**config.mk**
```make
export PLATFORM = sky130hd
export DESIGN_NAME = servo_slew_ramp
export DESIGN_NICKNAME = d
export VERILOG_FILES = /design/src/rtl/servo_slew_ramp.sv
export SDC_FILE = /design/constraint.sdc
export NUM_CORES = 1
export LEC_CHECK = 0
export ABC_AREA = 1
export CORE_MARGIN = 3
export CORE_UTILIZATION = 58
export CTS_BUF_LIST = sky130_fd_sc_hd__clkbuf_4 sky130_fd_sc_hd__clkbuf_8 sky130_fd_sc_hd__clkbuf_16
export DETAILED_ROUTE_END_ITERATION = 10
export HOLD_SLACK_MARGIN = 0.03
export MAX_ROUTING_LAYER = met4
export PLACE_DENSITY = 0.93
export RECOVER_POWER = 25
export SKIP_CTS_REPAIR_TIMING = 1
export SYNTH_ARGS = -nofsm -noshare
export SYNTH_HDL_FRONTEND = slang
export SYNTH_SLANG_ARGS = --single-unit
```
**constraint.sdc**
```tcl
create_clock -name clk -period 4 [get_ports clk]
set_clock_uncertainty 0.05 [all_clocks]
set_input_delay 1.2 -clock clk [delete_from_list [all_inputs] [get_ports clk]]
set_output_delay 1.2 -clock clk [all_outputs]
set_load 0.01 [all_outputs]
```
**src/rtl/servo_slew_ramp.sv**
```systemverilog
// rtl/servo_slew_ramp.sv - frame-synchronous servo position slew-rate limiter
module servo_slew_ramp #(
    parameter int C_CLK_FREQ_HZ   = 100000000,
    parameter int C_PERIOD_US     = 20000,
    parameter int C_POS_WIDTH     = 8,
    parameter int C_POS_INIT      = 128,
    parameter int C_SETTLE_FRAMES = 2
) (
    input  logic                   clk,
    input  logic                   reset,
    input  logic                   enable,
    input  logic [C_POS_WIDTH-1:0] target,
    input  logic                   target_valid,
    output logic                   target_ready,
    input  logic [C_POS_WIDTH-1:0] step,
    output logic [C_POS_WIDTH-1:0] position,
    output logic                   moving,
    output logic                   frame_tick,
    output logic                   done
);

    localparam int FRAME_CYCLES = (C_CLK_FREQ_HZ / 1000000) * C_PERIOD_US;
    localparam int CW = (FRAME_CYCLES > 1) ? $clog2(FRAME_CYCLES) : 1;
    localparam int SW = $clog2(C_SETTLE_FRAMES + 1);
    localparam logic [CW-1:0] FRAME_LAST = CW'(FRAME_CYCLES - 1);
    localparam logic [SW-1:0] SETTLE_LAST = SW'(C_SETTLE_FRAMES - 1);
    localparam logic [C_POS_WIDTH-1:0] POS_INIT = C_POS_WIDTH'(C_POS_INIT);

    typedef enum logic [1:0] {
        IDLE,
        RAMP,
        SETTLE
    } state_t;

    state_t state, state_next;

    logic [CW-1:0]          frame_cnt, frame_cnt_next;
    logic [SW-1:0]          settle_cnt, settle_next;
    logic [C_POS_WIDTH-1:0] target_reg, target_next;
    logic [C_POS_WIDTH-1:0] pos_next;
    logic                   done_next;
    logic                   accept;
    logic signed [C_POS_WIDTH:0] diff;
    logic [C_POS_WIDTH:0]   mag;

    assign frame_cnt_next = (frame_cnt == FRAME_LAST) ? '0 : frame_cnt + CW'(1);
    assign accept = target_valid & target_ready;
    assign diff   = $signed({1'b0, target_reg}) - $signed({1'b0, position});
    assign mag    = diff[C_POS_WIDTH] ? C_POS_WIDTH'(0) - diff : diff;

    // Free-running frame counter; frame_tick is registered so it is high while the count sits at its last value
    always_ff @(posedge clk) begin
        if (reset) begin
            frame_cnt  <= '0;
            frame_tick <= 1'b0;
        end else begin
            frame_cnt  <= frame_cnt_next;
            frame_tick <= (frame_cnt_next == FRAME_LAST);
        end
    end

    // Next-state and datapath decisions; position only moves on a frame tick so the PWM pulse never changes mid-period
    always_comb begin
        state_next  = state;
        pos_next    = position;
        settle_next = settle_cnt;
        done_next   = 1'b0;
        target_next = accept ? target : target_reg;
        case (state)
            IDLE: begin
                if (accept) state_next = RAMP;
            end
            RAMP: begin
                // A target accepted on this same tick only takes effect from the following tick
                if (frame_tick && enable) begin
                    if (step == '0 || mag <= {1'b0, step}) begin
                        pos_next    = target_reg;
                        settle_next = '0;
                        state_next  = SETTLE;
                    end else if (diff[C_POS_WIDTH]) begin
                        pos_next = position - step;
                    end else begin
                        pos_next = position + step;
                    end
                end
            end
            SETTLE: begin
                if (frame_tick) begin
                    settle_next = settle_cnt + SW'(1);
                    if (settle_cnt == SETTLE_LAST) begin
                        done_next  = 1'b1;
                        state_next = IDLE;
                    end
                end
            end
            default: state_next = IDLE;
        endcase
    end

    // State and output registers; ready and moving come from the next state so they line up with the state itself
    always_ff @(posedge clk) begin
        if (reset) begin
            state        <= IDLE;
            position     <= POS_INIT;
            target_reg   <= POS_INIT;
            settle_cnt   <= '0;
            done         <= 1'b0;
            moving       <= 1'b0;
            target_ready <= 1'b0;
        end else begin
            state        <= state_next;
            position     <= pos_next;
            target_reg   <= target_next;
            settle_cnt   <= settle_next;
            done         <= done_next;
            moving       <= (state_next != IDLE);
            target_ready <= (state_next != SETTLE);
        end
    end

endmodule
```
# Yosys cells after proc, flatten, opt, wreduce, memory -nomap -nowiden
# Index checks and enable logic that the tools add are counted.
dict set report totals {
  elab_cells 52
  regBits 45
  inputBits 20
  latchBits 0
  mem_bits_rw 0
  mem_count 0
  mem_bits_ro 0
}
dict set report classes {
  n_div 0
  n_reduce_logical 9
  add_sub_neg 6
  magnitude_cmp 1
  n_mul 0
  eq_ne 9
  bitwise_logic 3
  n_mux 15
  shifts 0
}
# op count
set ops {}
lappend ops {{equality test 21 bit, second input constant} 2}
lappend ops {{adder 21 x 1 -> 21 bit, second input constant} 1}
lappend ops {{2-to-1 mux 21 bit} 1}
lappend ops {{2-to-1 mux 2 bit} 8}
lappend ops {{2-to-1 mux 8 bit} 2}
lappend ops {{less-or-equal comparator 9 x 8 -> 1 bit} 1}
lappend ops {{2-to-1 mux 9 bit} 1}
lappend ops {{subtractor 1 x 9 -> 9 bit, first input constant} 1}
lappend ops {{subtractor 8 x 8 -> 9 bit} 1}
lappend ops {{adder 8 bit} 1}
lappend ops {{logical NOT 8 bit} 1}
lappend ops {{inequality test 2 bit, second input constant} 4}
lappend ops {{subtractor 8 bit} 1}
lappend ops {{one-hot mux 2 bit (3 select lines)} 1}
lappend ops {{equality test 2 x 1 -> 1 bit, second input constant} 2}
lappend ops {{one-hot mux 2 bit (2 select lines)} 1}
lappend ops {{AND reduction 4 bit} 1}
lappend ops {{nonzero test 2 bit} 2}
lappend ops {{OR reduction 3 bit} 1}
lappend ops {{adder 2 x 1 -> 2 bit, second input constant} 1}
lappend ops {{equality test 2 bit, second input constant} 1}
lappend ops {{logical NOT 2 bit} 1}
lappend ops {{inverter 1 bit} 2}
lappend ops {{AND reduction 2 bit} 1}
lappend ops {{other kinds (4)} 4}

# Longest topological paths before layout
# Gate-level depths: netlist of the first run.
dict set report logic_depth {
  depth_word 9
  mapped_depth 28
  depth_no_buf 27
}

# Least setup slack after synthesis of the first run
# Ideal clock, no wire load.
dict set report synth_timing {
  path_type {reg2reg}
  startpoint {register position[0]}
  endpoint {register moving}
  path_buffers 0
  stages_incl_launch_ff 27
  arrival_ns 2.978
  path_slack_ns 0.845
  period_less_slack_ns 3.155
  setup_ns 0.128
  path_cell_list {dfxtp_1 -> ha_1 -> inv_1 -> fa_1 -> inv_1 -> ha_1 -> inv_1 -> nor2_1 -> nand3_2 -> nor2_2 -> nor2_1 -> xor2_1 -> inv_1 -> ha_1 -> nand2_1 -> inv_1 -> nand2_1 -> nand2_1 -> nand2_1 -> nand2_1 -> nand2_1 -> nand2_4 -> nand2_4 -> nand2_1 -> nand2_1 -> nor2_1 -> nor2_1}
}
dict set report synth_between {
  elab_chain_cells 9
}
# item line
set synth_lines {}
lappend synth_lines {{start: declaration} 16} ;# output logic [C_POS_WIDTH-1:0] position,
lappend synth_lines {{start signal: assignment} 112} ;# position <= pos_next;
lappend synth_lines {{subtractor 8 x 8 -> 9 bit *} 48} ;# assign diff = $signed({1'b0, target_reg}) - $signed({1'b0, position});
lappend synth_lines {{subtractor 1 x 9 -> 9 bit} 49} ;# assign mag = diff[C_POS_WIDTH] ? C_POS_WIDTH'(0) - diff : diff;
lappend synth_lines {{2-to-1 mux 9 bit *} 49}
lappend synth_lines {{less-or-equal comparator 9 x 8 -> 1 bit *} 76} ;# if (step == '0 || mag <= {1'b0, step}) begin
lappend synth_lines {{logical OR 1 bit *} 76}
lappend synth_lines {{2-to-1 mux 2 bit *} 76}
lappend synth_lines {{2-to-1 mux 2 bit *} 75} ;# if (frame_tick && enable) begin
lappend synth_lines {{one-hot mux 2 bit (3 select lines) *} 69} ;# case (state)
lappend synth_lines {{nonzero test 2 bit *} 116} ;# moving <= (state_next != IDLE);
lappend synth_lines {{end signal: assignment} 116}
lappend synth_lines {{end: declaration} 17} ;# output logic moving,
# Every way passes the cells marked *; elsewhere a longest branch is shown, timed or not.
# A chain may end at the register's enable or synchronous reset.

# Worst setup path in the final report of the first run
# Same ends and word-level chain as after synthesis.

==> results of run 1 <==
[final timing paths]
check / from / to / depth (start not counted)
setup reg to reg: position[0] / moving / 26
hold / removal: settle_cnt[0] / settle_cnt[0] / 1
setup / recovery: position[0] / moving / 26
hold reg to reg: settle_cnt[0] / settle_cnt[0] / 1
[worst max-delay path, cell delays in order, from the launching register on]
cell and delay (ns):
dfxtp_1 0.40, ha_1 0.20, inv_1 0.09, fa_1 0.40, nand3_1 0.10, nand2_1 0.11, nand4_1 0.12, nand2_2 0.16
inv_4 0.15, nand2_1 0.08, xor2_1 0.15, ha_1 0.29, nand2_1 0.06, inv_1 0.08, o21ai_0 0.08, nand3_1 0.09
nand2_1 0.05, nand2_1 0.05, nand2_1 0.05, nand2_1 0.05, nand2_1 0.08, nand2_4 0.14, nand2_4 0.12, nand2_2 0.14
nand2_1 0.08, nor2_1 0.10, nor2_1 0.05
[cells in the final DEF, fill, tap and decap left out, types with 3 or more instances in the layout]
| cell | netlist | routed |
|---|---|---|
| nor3_1 | 12 | 13 |
| nand3b_1 | 5 | 5 |
| xnor2_1 | 4 | 4 |
| nand4_1 | 21 | 21 |
| inv_1 | 84 | 84 |
| xor2_1 | 20 | 20 |
| clkbuf_8 | 0 | 6 |
| buf_4 | 0 | 3 |
| nand2_2 | 6 | 7 |
| nor2_1 | 69 | 69 |
| nand3_1 | 36 | 36 |
| a21oi_1 | 23 | 23 |
| dfxtp_1 | 45 | 45 |
| nor4_1 | 3 | 3 |
| nand2_1 | 106 | 105 |
| clkdlybuf4s50_1 | 0 | 30 |
| o21ai_0 | 17 | 17 |
| ha_1 | 27 | 27 |
[area by class of cell]
type	instances	area, µm²
multi-input cells	377	2120
repair buffers	34	333
flip-flops and latches	45	901
clock inverters	2	41.3
well taps	72	90.1
clock buffers	6	82.6
inverters	86	325
fillers	473	1680
[cell families (layout without fill, tap and decap cells)]
kind of cell / after synthesis / count (layout) / synth area share
xor gates and xnor gates: 24 / 24 / 0.0621
adders and majority gates: 29 / 29 / 0.112
and+or+nand+nor: 269 / 269 / 0.360
AOI/OAI and AO/OA: 55 / 55 / 0.0935
buffers and inverters: 94 / 128 / 0.107
DFF: 45 / 45 / 0.266
[metrics by stage]
stage	area, µm²	total power (W)	hold slack [ns]
2_1_floorplan	3380	0.000814	0.383
3_5_place_dp	3770	0.000905	0.406
6_report	3890	0.00128	0.422
4_1_cts	3890	0.00128	0.420
5_1_grt	3890	0.00135	0.463
3_3_place_gp	3770	0.000888	0.393
[layer usage]
layer  vias up  track usage  routed length (µm)
li1       1740            -                   -
met1      1553        0.297                3500
met2       101        0.489                4330
met3        18       0.0380                 379
met4         0       0.0748                 142
met5         -            -                   0
[power by group through the flow]
stage / sequential (W) / combinational (W) / clock, W
after floorplan: 0.000479 / 0.000336 / 0
after global placement: 0.000479 / 0.000409 / 0
after detailed placement: 0.000480 / 0.000425 / 0
after CTS: 0.000469 / 0.000430 / 0.000379
after global routing: 0.000471 / 0.000489 / 0.000394
final: 0.000469 / 0.000434 / 0.000372
==> metrics.md, run 1 <==
| Metric | Value |
|---|---|
| Ys async rst share | `0` |
| Synthesis-stage register bit count | `45` |
| Unique masters post-synth | `37` |
| Syn Area/Cell | `around 6.6 µm²` |
| Switching Share | `0.348` |
| CTS tree | `yes` |
| Io pins | `32` |
| Routed vias/inst | `about 5.5` |
| DRC | `0` |
| Cell with the most instances after synthesis | `nand2_1` |
| H-tree depth | `2` |
| N_diodes | `0` |
| Routability congestion estimate | `1.04` |
| Critical Path AT | `3.79 ns` |
| Synth area leaders | `dfxtp_1 (27%), nand2_1 (12%), ha_1 (10%), inv_1 (9.3%), nor2_1 (7.7%)` |
| Routed WL | `~8400 µm` |
| Period utilization | `0.913` |
| Area grow syn2layout | `15.0%` |
| Comb pwr share | `0.341` |
| Num CTS Buffers | `5` |
| Post-synthesis sequential area ratio | `0.266` |
| FP Rows | `27` |
| CTS Sinks | `45` |
| PortBufs | `31` |
| CP startpoint kind | `register` |
| Post-synth top flop | `dfxtp_1` |
| Clock Pin Slew Worst Setup and Hold Paths | `around 0.09 ns` |
| Die width | `82.4 µm` |
| Max Clk Rate | `0.274 GHz` |
| Pins Over Slew Limit | `0` |
| Crit path time final | `~3.7 ns` |
| Setup TNS | `0 ns` |
| Post-synth top area share | `0.266` |
| Placed Cells | `between 600 and 700` |
| Run status | `finished clean` |
| Routed vias | `around 3400` |
| Die Area | `~6800 µm²` |
| Reg2reg setup slack | `about 0.35 ns` |
| Worst Path Max Fanout | `11` |
| PD cells | `328 nW/µm²` |
| Post-Route Utilization | `0.698` |
| Antenna violations before repair | `0` |
| Endpoints failing hold | `0` |
| Nets | `approximately 600` |
| Largest net degree at the start of global routing | `28` |
| Syn Nets | `565` |
| Synth Warn # | `0` |
| Vias in the first global route | `3296` |
| Starting Density | `0.607` |
| Die H | `roughly 82 µm` |
| Max Root-Sink Buffers | `2` |
| Root buffer cell | `clkbuf_8` |
| Antenna Nets Post-Route | `0` |
| Critical Path RT | `slightly above 4 ns` |
| GRT Util Overall | `0.266` |
| Number of max-cap violations | `0` |
| Worst IR Drop VDD | `between 0.2 and 0.25 mV` |
| First-pass GRT wire length | `~14000 µm` |
| Pre-CTS setup slack | `0.196 ns` |
| Cells after Synth | `516` |
| Fin cells | `between 600 and 700` |
| Dpl hpwl | `~6600 µm` |
| Setup ws final | `between 0.3 and 0.4 ns` |
| First DRT Iteration DRCs | `203` |
| Commonest cells in the netlist | `nand2_1 (106), inv_1 (84), nor2_1 (69)` |
| Clock share of power | `0.292` |
| First-pass DRT Iterations | `5` |
| Worst slew margin | `0.714` |
| Grt ovf | `0` |
| Yosys top cell by area | `dfxtp_1` |
| RSZ-0062 raised after global routing | `no` |
| Core footprint | `between 5000 and 6000 µm²` |
| Worst skew pair latency | `about 0.3 ns` |
| Max FFs per register | `21` |
| Internal | `between 0.0008 and 0.0009 W` |
| Proportion of power drawn by flip-flops and latches | `0.368` |
| Share of cells above drive strength 1 | `0.0582` |
| Routed len/inst | `around 13 µm` |
| Synthesized area | `3380 µm²` |
| Final setup fails | `0` |
| Crit Path Class | `register to register` |
| Least-Margin Pin Slew | `0.429 ns` |
| Worst hold path class | `register to register` |
| Crit path capture type | `register` |
| Net Sw Power | `0.000444 W` |
| Post-synth EDFFs | `0` |
| Static leakage | `roughly 1.8 nW` |
Note: power is estimated with default switching activity, not from simulation.
==> run 2: changes to the inputs <==
--- a/config.mk
+++ b/config.mk
@@ -7,14 +7,16 @@
 export LEC_CHECK = 0
 export ABC_AREA = 1
 export CORE_MARGIN = 3
-export CORE_UTILIZATION = 58
+export CORE_UTILIZATION = 25
 export CTS_BUF_LIST = sky130_fd_sc_hd__clkbuf_4 sky130_fd_sc_hd__clkbuf_8 sky130_fd_sc_hd__clkbuf_16
 export DETAILED_ROUTE_END_ITERATION = 10
+export GPL_ROUTABILITY_DRIVEN = 0
 export HOLD_SLACK_MARGIN = 0.03
 export MAX_ROUTING_LAYER = met4
-export PLACE_DENSITY = 0.93
+export PLACE_DENSITY = 0.53
 export RECOVER_POWER = 25
 export SKIP_CTS_REPAIR_TIMING = 1
 export SYNTH_ARGS = -nofsm -noshare
 export SYNTH_HDL_FRONTEND = slang
 export SYNTH_SLANG_ARGS = --single-unit
+export TNS_END_PERCENT = 50
==> run 2 against run 1 <==
  * First-iteration DRC count decreased by 36%
  * Fmax up 4.3%
  * Die area rose by 120%
  * Via count down 4.3%
  * Final area up 3.6%
  * Sequential power about the same
  * Cell count is 16% higher
  * Non-clock buffer count is the same
  * Global-route usage down 14 points
  * Total power rose by 0.80%
  * Routed wire length grew 5.3%
  * Critical path type unchanged
  * Highest routed layer unchanged
==> metrics.md, run 2 (synthesized netlist as in run 1, its figures left out) <==
| Metric | Value |
|---|---|
| R2R Path End | `moving` |
| Pins Over Slew Limit | `0 (unchanged)` |
| Hold path endpoint | `settle_cnt[0]` |
| Vias in the first global route | `3256 (-1.2%)` |
| H-tree depth | `2 (unchanged)` |
| Die H | `122 µm (+49%)` |
| Max FFs per register | `21 (unchanged)` |
| Clock Pin Slew Worst Setup and Hold Paths | `0.06 ns (-0.03 ns)` |
| Clock share of power | `0.298 (+0.006)` |
| Static leakage | `1.82 nW (+0.27%)` |
| Hold depth | `1 (unchanged)` |
| First DRT Iteration DRCs | `129 (-36%)` |
| Die width | `122 µm (+49%)` |
| Worst Path Max Fanout | `11 (unchanged)` |
| Proportion of power drawn by flip-flops and latches | `0.366 (-0.002)` |
| Area grow syn2layout | `19.2%` |
| FILL cells | `1456 (+210%)` |
| Worst Reg-to-Reg Cells | `26 (unchanged)` |
| Io pins | `32 (unchanged)` |
| Setup TNS | `0 ns (unchanged)` |
| Root buffer cell | `clkbuf_16` |
| Reg2reg setup slack | `0.50 ns (+0.15 ns)` |
| Critical Path AT | `3.61 ns (-0.18 ns)` |
| Worst IR Drop VDD | `0.165 mV (-26%)` |
| PortBufs | `31 (unchanged)` |
| Max stage delay on crit path | `0.42 ns (+0.02 ns)` |
| Worst hold path class | `register to register` |
| Grt ovf | `0 (unchanged)` |
| CTS tree | `yes` |
| Crit Reg-Reg Startpoint | `position[0]` |
| Internal | `0.000849 W (+2.1%)` |
| GRT Util Overall | `0.127 (-0.139)` |
| Dpl hpwl | `7080 µm (+7.4%)` |
| Critical Path RT | `4.11 ns (-0.03 ns)` |
| Antenna violations before repair | `0 (unchanged)` |
| Min-delay src | `settle_cnt[0]` |
| Core footprint | `12900 µm² (+130%)` |
| Commonest non-fill, non-tap cell in the layout | `nand2_1` |
| First-pass GRT wire length | `15200 µm (+8.9%)` |
| Antenna Nets Post-Route | `0 (unchanged)` |
| Die Area | `15000 µm² (+120%)` |
| DRC | `0 (unchanged)` |
| Worst skew pair latency | `0.28 ns (-0.02 ns)` |
| Max Clk Rate | `0.286 GHz (+4.3%)` |
| Max Root-Sink Buffers | `2 (unchanged)` |
| Final setup fails | `0 (unchanged)` |
| Routed vias/inst | `4.53 (-17%)` |
| Switching Share | `0.340 (-0.00860)` |
| Crit path capture type | `register` |
| PD cells | `319 nW/µm² (-2.7%)` |
| Period utilization | `0.875 (-0.0379)` |
| Crit Path Class | `register to register` |
| Routed len/inst | `12.2 µm (-9.1%)` |
| First-pass DRT Iterations | `4 (-1)` |
| Slowest CP cell | `fa_1` |
| Nets | `598 (unchanged)` |
| RSZ-0062 raised after global routing | `no` |
| CTS Sinks | `45 (unchanged)` |
| Run status | `finished clean` |
| Largest net degree at the start of global routing | `27 (-3.6%)` |
| Endpoints failing hold | `0 (unchanged)` |
| Net Sw Power | `0.000437 W (-1.7%)` |
| Crit path time final | `3.50 ns (-0.152 ns)` |
| CP startpoint kind | `register` |
| FP Rows | `41 (+52%)` |
| Least-Margin Pin Slew | `0.471 ns (+0.0420 ns)` |
| Comb pwr share | `0.336 (-0.005)` |
| Num CTS Buffers | `5 (unchanged)` |
| Post-Route Utilization | `0.312 (-0.386)` |
| Most used cell, CP | `nand2_1` |
| Number of max-cap violations | `0 (unchanged)` |
| Worst slew margin | `0.686 (-0.0276)` |
| Routed vias | `3265 (-4.3%)` |
| N_diodes | `0 (unchanged)` |
| Share of cells above drive strength 1 | `0.0566 (-0.00161)` |
| Commonest non-fill, non-tap cells in the layout | `nand2_1 (105), inv_1 (84), nor2_1 (69)` |
| Routed WL | `8790 µm (+5.3%)` |
| Starting Density | `0.262 (-0.345)` |
run 2: cell count changes in the layout (fill, tap and decap cells not counted):
| cell | previous run | this run |
|---|---|---|
| bufinv_16 | 1 | 0 |
| clkbuf_16 | 0 | 5 |
| clkbuf_8 | 6 | 0 |
| clkinv_2 | 0 | 1 |
| inv_8 | 1 | 0 |
| nand2_2 | 7 | 6 |
| nand2_4 | 2 | 3 |
| nor3_1 | 13 | 12 |
| nor3_2 | 1 | 2 |
run 2: area by class of cell:
class	count	area (µm²)	area share
sequential	45	901	0.223
multi-input combinational	377	2130	0.528
clock buffer	5	125	0.0310
timing repair buffer	34	333	0.0825
clock inverter	1	5.00	0.00124
tap	172	215	0.0533
inverter	86	325	0.0806
run 2: critical path: cells and delay by family (launching register included):
family	cells	cell delay (ns)
buf+inv	5	0.37
flops	1	0.34
simple gates	16	1.38
xor+xnor	1	0.12
fa+ha+maj	4	1.08
run 2: power by group through the flow:
stage | logic [W] | registers [W] | clock network (W)
2_1_floorplan | 0.000336 | 0.000479 | 0
3_3_place_gp | 0.000423 | 0.000481 | 0
3_5_place_dp | 0.000429 | 0.000481 | 0
4_1_cts | 0.000432 | 0.000471 | 0.000399
5_1_grt | 0.000499 | 0.000472 | 0.000421
6_report | 0.000433 | 0.000471 | 0.000383
run 2: stage by stage:
| stage | cells | cell area [µm²] | setup slack, ns | hold WS (ns) | power, W |
|---|---|---|---|---|---|
| 3_5_place_dp | 714 | 3890 | 0.244 | 0.413 | 0.000910 |
| 3_3_place_gp | 714 | 3890 | 0.262 | 0.399 | 0.000904 |
| 5_1_grt | 720 | 4030 | 0.0371 | 0.440 | 0.00139 |
| 6_report | 720 | 4030 | 0.499 | 0.415 | 0.00129 |
| 4_1_cts | 720 | 4020 | 0.358 | 0.419 | 0.00130 |
| 2_1_floorplan | 516 | 3380 | 0.845 | 0.383 | 0.000814 |
run 2: worst max path at each step:
stage | end | startpoint
6_report | moving | position[0]
2_1_floorplan | moving | position[0]
4_1_cts | moving | position[0]
3_3_place_gp | position[6] | step[0]
3_5_place_dp | position[5] | step[0]
5_1_grt | moving | position[0]
run 2: per-layer routing:
metal,vias up,GRT usage,share of wire
li1,1734,-,-
met1,1451,0.162,0.49
met2,71,0.213,0.46
met3,9,0.0175,0.036
met4,0,0.0322,0.011
met5,-,-,0
==> run 3: changes to the inputs <==
--- a/config.mk
+++ b/config.mk
@@ -13,7 +13,7 @@
 export GPL_ROUTABILITY_DRIVEN = 0
 export HOLD_SLACK_MARGIN = 0.03
 export MAX_ROUTING_LAYER = met4
-export PLACE_DENSITY = 0.53
+export PLACE_DENSITY = 0.49
 export RECOVER_POWER = 25
 export SKIP_CTS_REPAIR_TIMING = 1
 export SYNTH_ARGS = -nofsm -noshare
==> run 3 against run 2 <==
  * First-iteration DRC count rose by 5.4%
  * Combinational power barely moved
  * Final area rose by 0.50%
  * Critical path type unchanged
  * Register-to-register slack got worse by 0.12 ns
  * Count of clock-buffer cells in the layout rose by 2
  * Largest cell class unchanged
  * Global-route usage fell by 0.13 points
  * Clock power rose by 12%
  * Die area did not move
  * Utilization rose by 0.15 points
==> metrics.md, run 3 (synthesized netlist as in run 1, its figures left out) <==
| Metric | Value |
|---|---|
| Least-Margin Pin Slew | `0.493 ns (+0.0223 ns)` |
| Die Area | `15000 µm² (unchanged)` |
| Setup ws final | `0.381 ns (-0.118 ns)` |
| Vias in the first global route | `3199 (-1.8%)` |
| Routed vias/inst | `4.52 (-0.34%)` |
| Fin cells | `722 (+0.28%)` |
| Max Clk Rate | `0.276 GHz (-3.3%)` |
| First-pass DRT Iterations | `4 (unchanged)` |
| Area grow syn2layout | `19.8%` |
| GRT Util Overall | `0.126 (-0.00131)` |
| Num CTS Buffers | `5 (unchanged)` |
| RSZ-0062 raised after global routing | `no` |
| Starting Density | `0.262 (unchanged)` |
| Core footprint | `12900 µm² (unchanged)` |
| DRT met1 WL | `4520 µm (+4.4%)` |
| PortBufs | `31 (unchanged)` |
| Critical Path RT | `4.12 ns (about the same)` |
| CP startpoint kind | `register` |
| Static leakage | `1.83 nW (+0.61%)` |
| Dpl hpwl | `7190 µm (+1.5%)` |
| Final setup fails | `0 (unchanged)` |
| Largest net degree at the start of global routing | `27 (unchanged)` |
| Worst skew pair latency | `0.28 ns (about the same)` |
| Met3 WL post-DR | `233 µm (-27%)` |
| Hold depth | `1 (unchanged)` |
| Worst hold path class | `register to register` |
| Number of max-cap violations | `0 (unchanged)` |
| Die H | `122 µm (unchanged)` |
| Routed vias | `3263 (-0.061%)` |
| Endpoints failing hold | `0 (unchanged)` |
| Root buffer cell | `clkbuf_16` |
| Commonest non-fill, non-tap cell in the layout | `nand2_1` |
| Top routing layer in use | `met4` |
| Crit path time final | `3.62 ns (+0.118 ns)` |
| Worst Path Max Fanout | `11 (unchanged)` |
| First-pass GRT wire length | `14800 µm (-2.3%)` |
| H-tree depth | `2 (unchanged)` |
| Max Root-Sink Buffers | `2 (unchanged)` |
| N_diodes | `0 (unchanged)` |
| Worst IR Drop VDD | `0.151 mV (-8.8%)` |
| Pre-CTS setup slack | `0.221 ns (-0.0229 ns)` |
| Routed len/inst | `12.2 µm (+0.12%)` |
| Worst Reg-to-Reg Cells | `27 (+3.8%)` |
| Antenna Nets Post-Route | `0 (unchanged)` |
| Antenna violations before repair | `0 (unchanged)` |
| Nets | `598 (unchanged)` |
| Die width | `122 µm (unchanged)` |
| Crit path capture type | `register` |
| Fin Hold WS | `0.422 ns (+0.00714 ns)` |
| Period utilization | `0.905 (+0.0295)` |
| Met2 routed WL | `3910 µm (-3.6%)` |
| Setup TNS | `0 ns (unchanged)` |
| CTS tree | `yes` |
| FP Rows | `41 (unchanged)` |
| Grt ovf | `0 (unchanged)` |
| Worst slew margin | `0.668 (-0.0180)` |
| Clock Pin Slew Worst Setup and Hold Paths | `0.06 ns (about the same)` |
| Post-Route Utilization | `0.314 (+0.00155)` |
| Crit Path Class | `register to register` |
| Commonest non-fill, non-tap cells in the layout | `nand2_1 (106), inv_1 (84), nor2_1 (69)` |
| Max FFs per register | `21 (unchanged)` |
| First DRT Iteration DRCs | `136 (+5.4%)` |
| Critical Path AT | `3.73 ns (+0.12 ns)` |
| Share of cells above drive strength 1 | `0.0582 (+0.00161)` |
| CTS Sinks | `45 (unchanged)` |
| Pins Over Slew Limit | `0 (unchanged)` |
| Routed WL | `8830 µm (+0.40%)` |
| FILL cells | `1444 (-0.82%)` |
| Run status | `finished clean` |
| DRC | `0 (unchanged)` |
| Placed Cells | `714 (unchanged)` |
| Io pins | `32 (unchanged)` |
| PD cells | `328 nW/µm² (+3.0%)` |
[run 3: cell count changes in the layout (fill, tap and decap cells not counted), sizes merged]
cell,before,now
clkbuf,5,7
[run 3: path summary, 6_finish.rpt]
path	start	endpoint	slack (ns)
setup / recovery	target_reg[0]	moving	0.38
hold reg to reg	frame_cnt[0]	frame_cnt[0]	0.42
setup reg to reg	target_reg[0]	moving	0.38
hold / removal	frame_cnt[0]	frame_cnt[0]	0.42
[run 3: stage by stage]
stage	area (µm²)	power, W
3_3_place_gp	3890	0.000907
3_5_place_dp	3890	0.000909
6_report	4050	0.00133
4_1_cts	4050	0.00135
5_1_grt	4050	0.00143
2_1_floorplan	3380	0.000814
[run 3: power by group]
part	total (W)	internal, W	leakage (nW)	switching, W
sequential	0.000470	0.000461	0.366	0.00000979
combinational	0.000431	0.000164	1.39	0.000267
clock	0.000430	0.000264	0.0799	0.000165
total	0.00133	0.000889	1.83	0.000442
[run 3: layout make-up]
cell class                 count  area (µm²)  share of cell area
multi-input combinational    377        2120               0.523
timing repair buffer          34         333              0.0821
tap                          172         215              0.0531
inverter                      86         325              0.0802
clock buffer                   7         153              0.0377
clock inverter                 1        5.00             0.00123
sequential                    45         901               0.222
[run 3: layer usage]
layer,vias to the layer above,global-route usage
met1,1456,0.164
li1,1739,-
met3,14,0.0152
met5,-,-
met2,54,0.204
met4,0,0.0399
[run 3: worst max-delay path: stages (launching register included)]
cell and delay, ns:
dfxtp_1 0.29, inv_1 0.11, ha_1 0.16, inv_1 0.07, fa_1 0.41, nand3_1 0.11, nand2_1 0.11, nand4_1 0.10
nand2_2 0.16, inv_4 0.16, nand2_1 0.08, xor2_1 0.14, ha_1 0.29, nand2_1 0.05, inv_1 0.08, o21ai_0 0.09
nand3_1 0.08, nand2_1 0.05, nand2_1 0.05, nand2_1 0.05, nand2_1 0.05, nand2_1 0.08, nand2_4 0.13, nand2_4 0.11
nand2_1 0.17, nand2_1 0.10, nor2_1 0.13, nor2_1 0.05
